==> src/rtl/tt_um_koggestone_sub8.sv <==
// Two-operand 8-bit subtractor D = A - B built on a 3-level Kogge-Stone prefix adder (A + ~B + 1).
// Latency: B accepted at edge k -> difference, borrow, zero and a one-cycle valid_out at edge k+2.
// Backpressure: none; busy is high while computing (S1/S2) and valid_in is ignored then.
//
// Ports:
//   clk, rst_n     : clock and asynchronous active-low reset
//   ui_in[7:0]     : operand data (A when op_sel=0, B when op_sel=1)
//   uio_in[0]      : valid_in, uio_in[1] : op_sel, uio_in[7:2] unused
//   uo_out[7:0]    : registered difference
//   uio_out[7:4]   : {borrow, valid_out, zero, busy}, [3:0] tied low
//   uio_oe[7:0]    : constant 8'hF0 (upper nibble driven)
//   ena            : unused
// Build option: define KS_SUB_SAT_EN to clamp underflowing results to 0 (zero=1, borrow still 1).

module tt_um_koggestone_sub8 (
    input  logic       clk,
    input  logic       rst_n,
    input  logic [7:0] ui_in,
    input  logic [7:0] uio_in,
    output logic [7:0] uo_out,
    output logic [7:0] uio_out,
    output logic [7:0] uio_oe,
    input  logic       ena
);

    typedef enum logic [1:0] {IDLE, HAVE_A, S1, S2} state_t;

    state_t     state, state_nxt;
    logic       valid_in, op_sel;
    logic       load_a, load_b, busy;
    logic [7:0] a_q, b_q;
    logic [7:0] p0_q, g1_q, p1_q;
    logic [7:0] diff_q;
    logic       borrow_q, zero_q, valid_q;

    assign valid_in = uio_in[0];
    assign op_sel   = uio_in[1];

    // Inputs that exist only for the harness pinout.
    logic unused_ok;
    assign unused_ok = &{1'b0, ena, uio_in[7:2]};

    // ---------------- FSM state register ----------------
    always_ff @(posedge clk or negedge rst_n) begin
        if (!rst_n) state <= IDLE;
        else        state <= state_nxt;
    end

    // ---------------- FSM next-state ----------------
    always_comb begin
        state_nxt = state;
        case (state)
            IDLE:    if (valid_in && !op_sel) state_nxt = HAVE_A;
            HAVE_A:  if (valid_in &&  op_sel) state_nxt = S1;
            S1:      state_nxt = S2;
            S2:      state_nxt = IDLE;
            default: state_nxt = IDLE;
        endcase
    end

    // ---------------- FSM outputs ----------------
    always_comb begin
        load_a = 1'b0;
        load_b = 1'b0;
        busy   = 1'b0;
        case (state)
            IDLE:    load_a = valid_in && !op_sel;
            HAVE_A: begin
                load_a = valid_in && !op_sel;   // a fresh A replaces the held one
                load_b = valid_in &&  op_sel;
            end
            S1, S2:  busy = 1'b1;
            default: ;
        endcase
    end

    // ---------------- Stage 1: generate/propagate and prefix level 1 ----------------
    logic [7:0] nb, g0, p0, g0c, g1, p1;
    always_comb begin
        nb  = ~b_q;
        g0  = a_q & nb;
        p0  = a_q ^ nb;
        // Carry-in of 1 is folded into bit 0's generate, so every later prefix
        // level can shift in zeros.
        g0c = {g0[7:1], g0[0] | p0[0]};
        g1  = g0c | (p0 & {g0c[6:0], 1'b0});
        p1  = p0  & {p0[6:0], 1'b1};
    end

    // ---------------- Stage 2: prefix levels 2-3 and sum ----------------
    logic [7:0] g2, p2, g3, carry, sum, diff_nxt;
    logic       cout, zero_nxt;
    always_comb begin
        g2    = g1_q | (p1_q & {g1_q[5:0], 2'b00});
        p2    = p1_q & {p1_q[5:0], 2'b11};
        g3    = g2   | (p2   & {g2[3:0], 4'b0000});
        carry = {g3[6:0], 1'b1};
        sum   = p0_q ^ carry;
        cout  = g3[7];
`ifdef KS_SUB_SAT_EN
        diff_nxt = cout ? sum : 8'h00;      // no carry-out means A < B
`else
        diff_nxt = sum;
`endif
        zero_nxt = (diff_nxt == 8'h00);
    end

    // ---------------- Datapath registers ----------------
    always_ff @(posedge clk or negedge rst_n) begin
        if (!rst_n) begin
            a_q      <= 8'h00;
            b_q      <= 8'h00;
            p0_q     <= 8'h00;
            g1_q     <= 8'h00;
            p1_q     <= 8'h00;
            diff_q   <= 8'h00;
            borrow_q <= 1'b0;
            zero_q   <= 1'b0;
            valid_q  <= 1'b0;
        end else begin
            if (load_a) a_q <= ui_in;
            if (load_b) b_q <= ui_in;
            if (state == S1) begin
                p0_q <= p0;
                g1_q <= g1;
                p1_q <= p1;
            end
            valid_q <= (state == S2);
            if (state == S2) begin
                diff_q   <= diff_nxt;
                borrow_q <= ~cout;
                zero_q   <= zero_nxt;
            end
        end
    end

    assign uo_out  = diff_q;
    assign uio_out = {borrow_q, valid_q, zero_q, busy, 4'b0000};
    assign uio_oe  = 8'hF0;

endmodule

==> config.mk <==
export PLATFORM = sky130hd
export DESIGN_NAME = tt_um_koggestone_sub8
export DESIGN_NICKNAME = d
export VERILOG_FILES = /design/src/rtl/tt_um_koggestone_sub8.sv
export SDC_FILE = /design/constraint.sdc
export NUM_CORES = 1
export LEC_CHECK = 0
export CORE_ASPECT_RATIO = 0.9
export CORE_MARGIN = 2
export CORE_UTILIZATION = 56
export CTS_CLUSTER_DIAMETER = 120
export DETAILED_ROUTE_END_ITERATION = 10
export HOLD_SLACK_MARGIN = 0.03
export PLACE_DENSITY = 0.94
export SKIP_LAST_GASP = 1
export SLEW_MARGIN = 20
export SYNTH_ARGS = -nofsm -noshare
export SYNTH_HDL_FRONTEND = slang
export SYNTH_SLANG_ARGS = --single-unit
==> constraint.sdc <==
create_clock -name clk -period 4.1 [get_ports clk]
set_clock_uncertainty 0.1 [all_clocks]
set_input_delay 0.82 -clock clk [delete_from_list [all_inputs] [get_ports clk]]
set_output_delay 0.82 -clock clk [all_outputs]
set_load 0.005 [all_outputs]
==> flow_summary.yaml, run 1 <==
outcome:
  status: "complete, no violations"
job:
  cap_violations: 0
cts:
  cts-resized-gates: 0
  worstSkewPairLatency_ns: 0.31
  clk_transition_reported_paths_ns: 0.09
  cts-htree-levels: 2
  numCtsBuffers: 5
  postCtsSetupRepairBufs: 0
  cts-root-buf: "clkbuf_8"
  hold_buffers: 0
  clock_sinks: 51
  clock_tree.buffer_depth: 2
  cts_tree: "yes"
power:
  p_leak_nw: 1.23
  ir_worst_vdd_mv: 0.445
  powerDensity_nw_per_um2: 863
global_route:
  grt_first_pass_wirelength_um: 6660
  first_global_vias: 1448
  gr-total-overflow: 0
  grt_max_degree: 52
  grt_antenna_before_repair: 0
  grt.total_usage_pct: 18.6
placement:
  place_ws_ns: 1.53
  io_buffers: 23
  place.gp.congestion: 0.782
  dpl.hpwl_um: 2720
worst_setup_path:
  reg2reg_depth: 5
  timing.rr.start: "state[1]$_DFFE_PN0P_"
  max_stage_delay_ns: 0.44
  critPathLaunchType: "flop"
  crit_family: "buffers and inverters"
  critPathRequiredTime_ns: 3.18
  r2r-end: "a_q[3]$_DFFE_PN0P_"
  path_cells: "ha_1 > or2_2 > clkdlybuf4s50_1"
  worst_setup_path_end_kind: "output port"
  r2r_setup_slack_ns: 2.09
  worst_path_max_delay_cell: "clkdlybuf4s50_1"
  arrival_ns: 1.91
  critical_path_class: "reg2out"
  crit_fanout: 15
  path_buf_inv: 1
timing:
  max_freq_ghz: 0.353
  rsz0062_at_grt: "no"
  finalHoldViolations: 0
  min_period_ns: 2.83
  worst_pin_slew_ns: 0.660
  finalSetupTns_ns: 0
  drv_slew: 0
  final.period_utilization_pct: 69.1
  setup_viol: 0
  maxSlewHeadroom_pct: 55.8
  setup_slack_ns: 1.27
logic_synthesis:
  synth_cell_types: 25
  synth_top_cells_by_count: "dfrtp_1, mux2_2, a21oi_1"
  synth_cells: 205
  yosys.area.top_type: "dfrtp_1"
  synth_area_leaders: "dfrtp_1, mux2_2, ha_1, buf_4, a21oi_1"
  ys_seq_area_share_pct: 53.5
  netlist_area_um2: 2390
  synth_edf_count: 0
  ys_ff_latch: 51
  postSynthAreaPerCell_um2: 11.6
  ys_async_sr_fraction_pct: 100
  synthFlopType: "dfrtp_1"
  synth_most_common_cell: "dfrtp_1"
  ys_warn_count: 0
  synth_top_area_share_pct: 53.5
route:
  drcViolationCount: 0
  vias: 1480
  ant_nets: 0
  first_pass_iters: 4
  vias_per_cell: 5.40
  drt_iter0_markers: 69
  routed_wl_um: 4000
  detail_route.wl_per_cell_um: 14.6
hold_path:
  hold_start: "p0_q[0]$_DFFE_PN0P_"
  hold_depth: 1
  hold_end: "uo_out[0]$_DFFE_PN0P_"
  hold_class: "reg2reg"
finish:
  antenna_cells: 0
  area_delta_synth_final_pct: 13.7
  final_layout_size_suffix_gt1_share_pct: 18.6
  fillers: 295
  fin_nets: 256
floorplanning:
  initial_core_util_pct: 58.6
  num_rows: 22
  core_um2: 4070
  die_w_um: 72.8
  die_area_um2: 4800
  pin_count: 43
  die_y_um: 65.9
cells by family (layout without fill, tap and decap cells):
family                   after synthesis  in the layout  share of synthesized area (%)
AO/OA/AOI/OAI                         37             37                           8.91
buffers and inverters                 39             50                           8.65
flip-flops                            51             51                           53.5
adder cells (fa/ha/maj)               12             12                           6.29
AND/OR/NAND/NOR                       26             26                           5.24
other                                  2             12                          0.315
XOR/XNOR                               7              7                           2.57
multiplexers                          31             31                           14.5
worst max path at each step:
stage                                     from                 end  slack [ns]  cells after the start
final                     state[0]$_DFFE_PN0P_          uio_out[4]        1.27                      3
after global routing      state[0]$_DFFE_PN0P_          uio_out[4]        1.18                      3
after CTS                 state[0]$_DFFE_PN0P_          uio_out[4]        1.24                      3
after detailed placement             uio_in[1]  a_q[4]$_DFFE_PN0P_        1.53                      3
after global placement               uio_in[1]  a_q[7]$_DFFE_PN0P_        1.57                      3
after floorplan           state[0]$_DFFE_PN0P_          uio_out[4]        1.89                      4
layer usage:
metal	GRT usage, %	wire length, um
met3	5.95	155
met2	30.5	1990
met4	6.25	55
met5	0	0
met1	23.4	1800
layout by cell type, fill, tap and decap left out, types with 2 or more instances in the layout:
cell type	instances
bufinv_16	2
ha_1	12
nand2_1	2
o21ai_0	8
dfrtp_1	51
nand3_1	7
conb_1	12
a21oi_1	22
nor2_1	12
buf_4	2
mux2_2	29
a21o_1	2
clkbuf_8	5
xnor2_1	3
a211oi_1	2
xor2_1	4
inv_1	18
mux2i_1	2
clkdlybuf4s50_1	22
stage by stage:
stage	total power, W	util [%]	instance area (um2)	hold WS, ns	std cells
4_1_cts	0.00235	66.5	2710	0.407	274
2_1_floorplan	0.00163	-	2420	0.344	215
3_3_place_gp	0.00186	63.3	2580	0.363	266
6_report	0.00234	66.6	2710	0.400	274
3_5_place_dp	0.00193	63.3	2580	0.389	266
5_1_grt	0.00251	66.6	2710	0.428	274
registers in the layout (all words and copies together), names as in the netlist:
| register | flops |
|---|---|
| uo_out | 8 |
| a_q | 8 |
| zero_q | 1 |
| p0_q | 8 |
| valid_q | 1 |
| borrow_q | 1 |
| g1_q | 8 |
| p1_q | 6 |
| b_q | 8 |
| state | 2 |
where the power goes:
| group | switching (W) | internal (W) | total, W |
|---|---|---|---|
| sequential | 0.000147 | 0.000755 | 0.000902 |
| combinational | 0.000507 | 0.000530 | 0.00104 |
| clock | 0.000160 | 0.000244 | 0.000403 |
| total | 0.000813 | 0.00153 | 0.00234 |
final cells by class:
| class | instances | area (um2) | share of cell area (%) |
|---|---|---|---|
| sequential | 51 | 1280 | 47.0 |
| clock buffer | 6 | 72.6 | 2.68 |
| tap | 48 | 60.1 | 2.21 |
| inverter | 18 | 67.6 | 2.49 |
| clock inverter | 2 | 60.1 | 2.21 |
| multi-input combinational | 125 | 941 | 34.7 |
| timing repair buffer | 24 | 235 | 8.67 |
No activity file was read; power rests on OpenSTA's default activity.
==> run 2, diff against run 1 <==
- CORE_UTILIZATION: 56 -> 52
- PLACE_DENSITY: 0.94 -> 0.89
- clock period: 4.1 -> 2.65 ns (I/O delays scaled with it)
==> run 2 against run 1 <==
Against the previous run:
- cell count grew 5.8%
- highest routed layer unchanged
- clock-buffer cell count is the same
- design area grew 0.74%
- critical endpoint unchanged
- largest cell class unchanged
==> flow_summary.yaml, run 2 (same netlist as run 1, synthesis figures left out) <==
worst_setup_path:
  critPathRequiredTime_ns: 2.02
  r2r-end: "b_q[0]$_DFFE_PN0P_"
  worst_setup_path_end_kind: "output port"
  reg2reg_depth: 4
  critical_path_class: "reg2out"
  r2r_setup_slack_ns: 0.92
  arrival_ns: 1.71
  critPathLaunchType: "flop"
  timing.rr.start: "state[1]$_DFFE_PN0P_"
  crit_fanout: 3
floorplanning:
  die_w_um: 75.4
  core_um2: 4430
  pin_count: 43
  die_area_um2: 5150
  die_y_um: 68.3
  initial_core_util_pct: 53.8
  num_rows: 23
route:
  first_pass_iters: 4
  drcViolationCount: 0
  ant_nets: 0
  detail_route.wl_per_cell_um: 12.8
  vias: 1471
  vias_per_cell: 5.07
  drt_iter0_markers: 117
  routed_wl_um: 3720
cts:
  cts_tree: "yes"
  hold_buffers: 0
  worstSkewPairLatency_ns: 0.31
  clock_sinks: 51
  cts-resized-gates: 0
  postCtsSetupRepairBufs: 0
  clock_tree.buffer_depth: 2
  cts-htree-levels: 2
  clk_transition_reported_paths_ns: 0.09
  numCtsBuffers: 5
  cts-root-buf: "clkbuf_8"
outcome:
  status: "complete, no violations"
global_route:
  grt_antenna_before_repair: 0
  grt_max_degree: 38
  gr-total-overflow: 0
  grt_first_pass_wirelength_um: 6100
  grt.total_usage_pct: 16.6
  first_global_vias: 1385
timing:
  min_period_ns: 2.34
  max_freq_ghz: 0.428
  finalSetupTns_ns: 0
  setup_viol: 0
  rsz0062_at_grt: "no"
  drv_slew: 0
  worst_pin_slew_ns: 0.597
  hold_slack_ns: 0.118
  maxSlewHeadroom_pct: 60.2
  finalHoldViolations: 0
  final.period_utilization_pct: 88.2
finish:
  mostFrequentLayoutCells: "dfrtp_1, mux2_2, a21oi_1, clkdlybuf4s50_1, inv_1"
  final_layout_size_suffix_gt1_share_pct: 19.3
  fin_nets: 259
  mostFrequentLayoutCell: "dfrtp_1"
  area_delta_synth_final_pct: 14.5
  antenna_cells: 0
power:
  p_leak_nw: 1.23
  powerDensity_nw_per_um2: 1270
  ir_worst_vdd_mv: 0.464
job:
  cap_violations: 0
placement:
  place.gp.congestion: 0.754
  io_buffers: 23
  dpl.hpwl_um: 2700
hold_path:
  hold_class: "in2async"
-- run 2: cell types whose count changed in the layout (fill, tap and decap cells not counted) --
cell and delta:
buf_12 +1, buf_2 +1, buf_4 +1, bufinv_16 -1
-- run 2: per-stage QoR --
step	utilization, %	area, um2	setup slack, ns	total power (W)	instances
floorplan	-	2420	0.730	0.00252	215
global placement	59.3	2630	0.591	0.00290	283
detailed placement	59.3	2630	0.521	0.00298	283
CTS	61.7	2730	0.280	0.00350	290
global route	61.7	2730	0.201	0.00376	290
finish	61.7	2730	0.312	0.00347	290
-- run 2: area by class of cell --
type	count	area, um2
inverter	18	67.6
tap	62	77.6
clock buffer	6	72.6
timing repair buffer	27	268
sequential	51	1280
clock inverter	1	30.0
multi-input combinational	125	941
fill	380	1700
-- run 2: report_power, final --
group / internal [W] / leakage (nW) / switching, W / total [W]
Clock: 0.000277 / 0.0513 / 0.000236 / 0.000512
Combinational: 0.000828 / 0.575 / 0.000749 / 0.00158
Sequential: 0.00117 / 0.605 / 0.000215 / 0.00138
Total: 0.00227 / 1.23 / 0.00120 / 0.00347
-- run 2: per-layer routing --
metal  vias up  track usage (%)  share of wire, %
li1        712                -                 -
met1       717             20.8                48
met2        37             25.9                46
met3         5             4.42               4.7
met4         0             9.65               1.7
met5         -                0                 0
-- run 2: critical path, stage by stage, from the launching register on --
cell	delay, ns
dfrtp_1	0.38
inv_1	0.08
ha_1	0.21
or2_2	0.29
clkdlybuf4s50_1	0.45
-- run 2: worst max-delay path by stage --
stage	startpoint	to	cells past startpoint
final	state[0]$_DFFE_PN0P_	uio_out[4]	4
after global routing	state[0]$_DFFE_PN0P_	uio_out[4]	4
after CTS	state[0]$_DFFE_PN0P_	uio_out[4]	4
after detailed placement	uio_in[1]	b_q[4]$_DFFE_PN0P_	3
after global placement	uio_in[1]	b_q[1]$_DFFE_PN0P_	3
after floorplan	state[0]$_DFFE_PN0P_	uio_out[4]	4
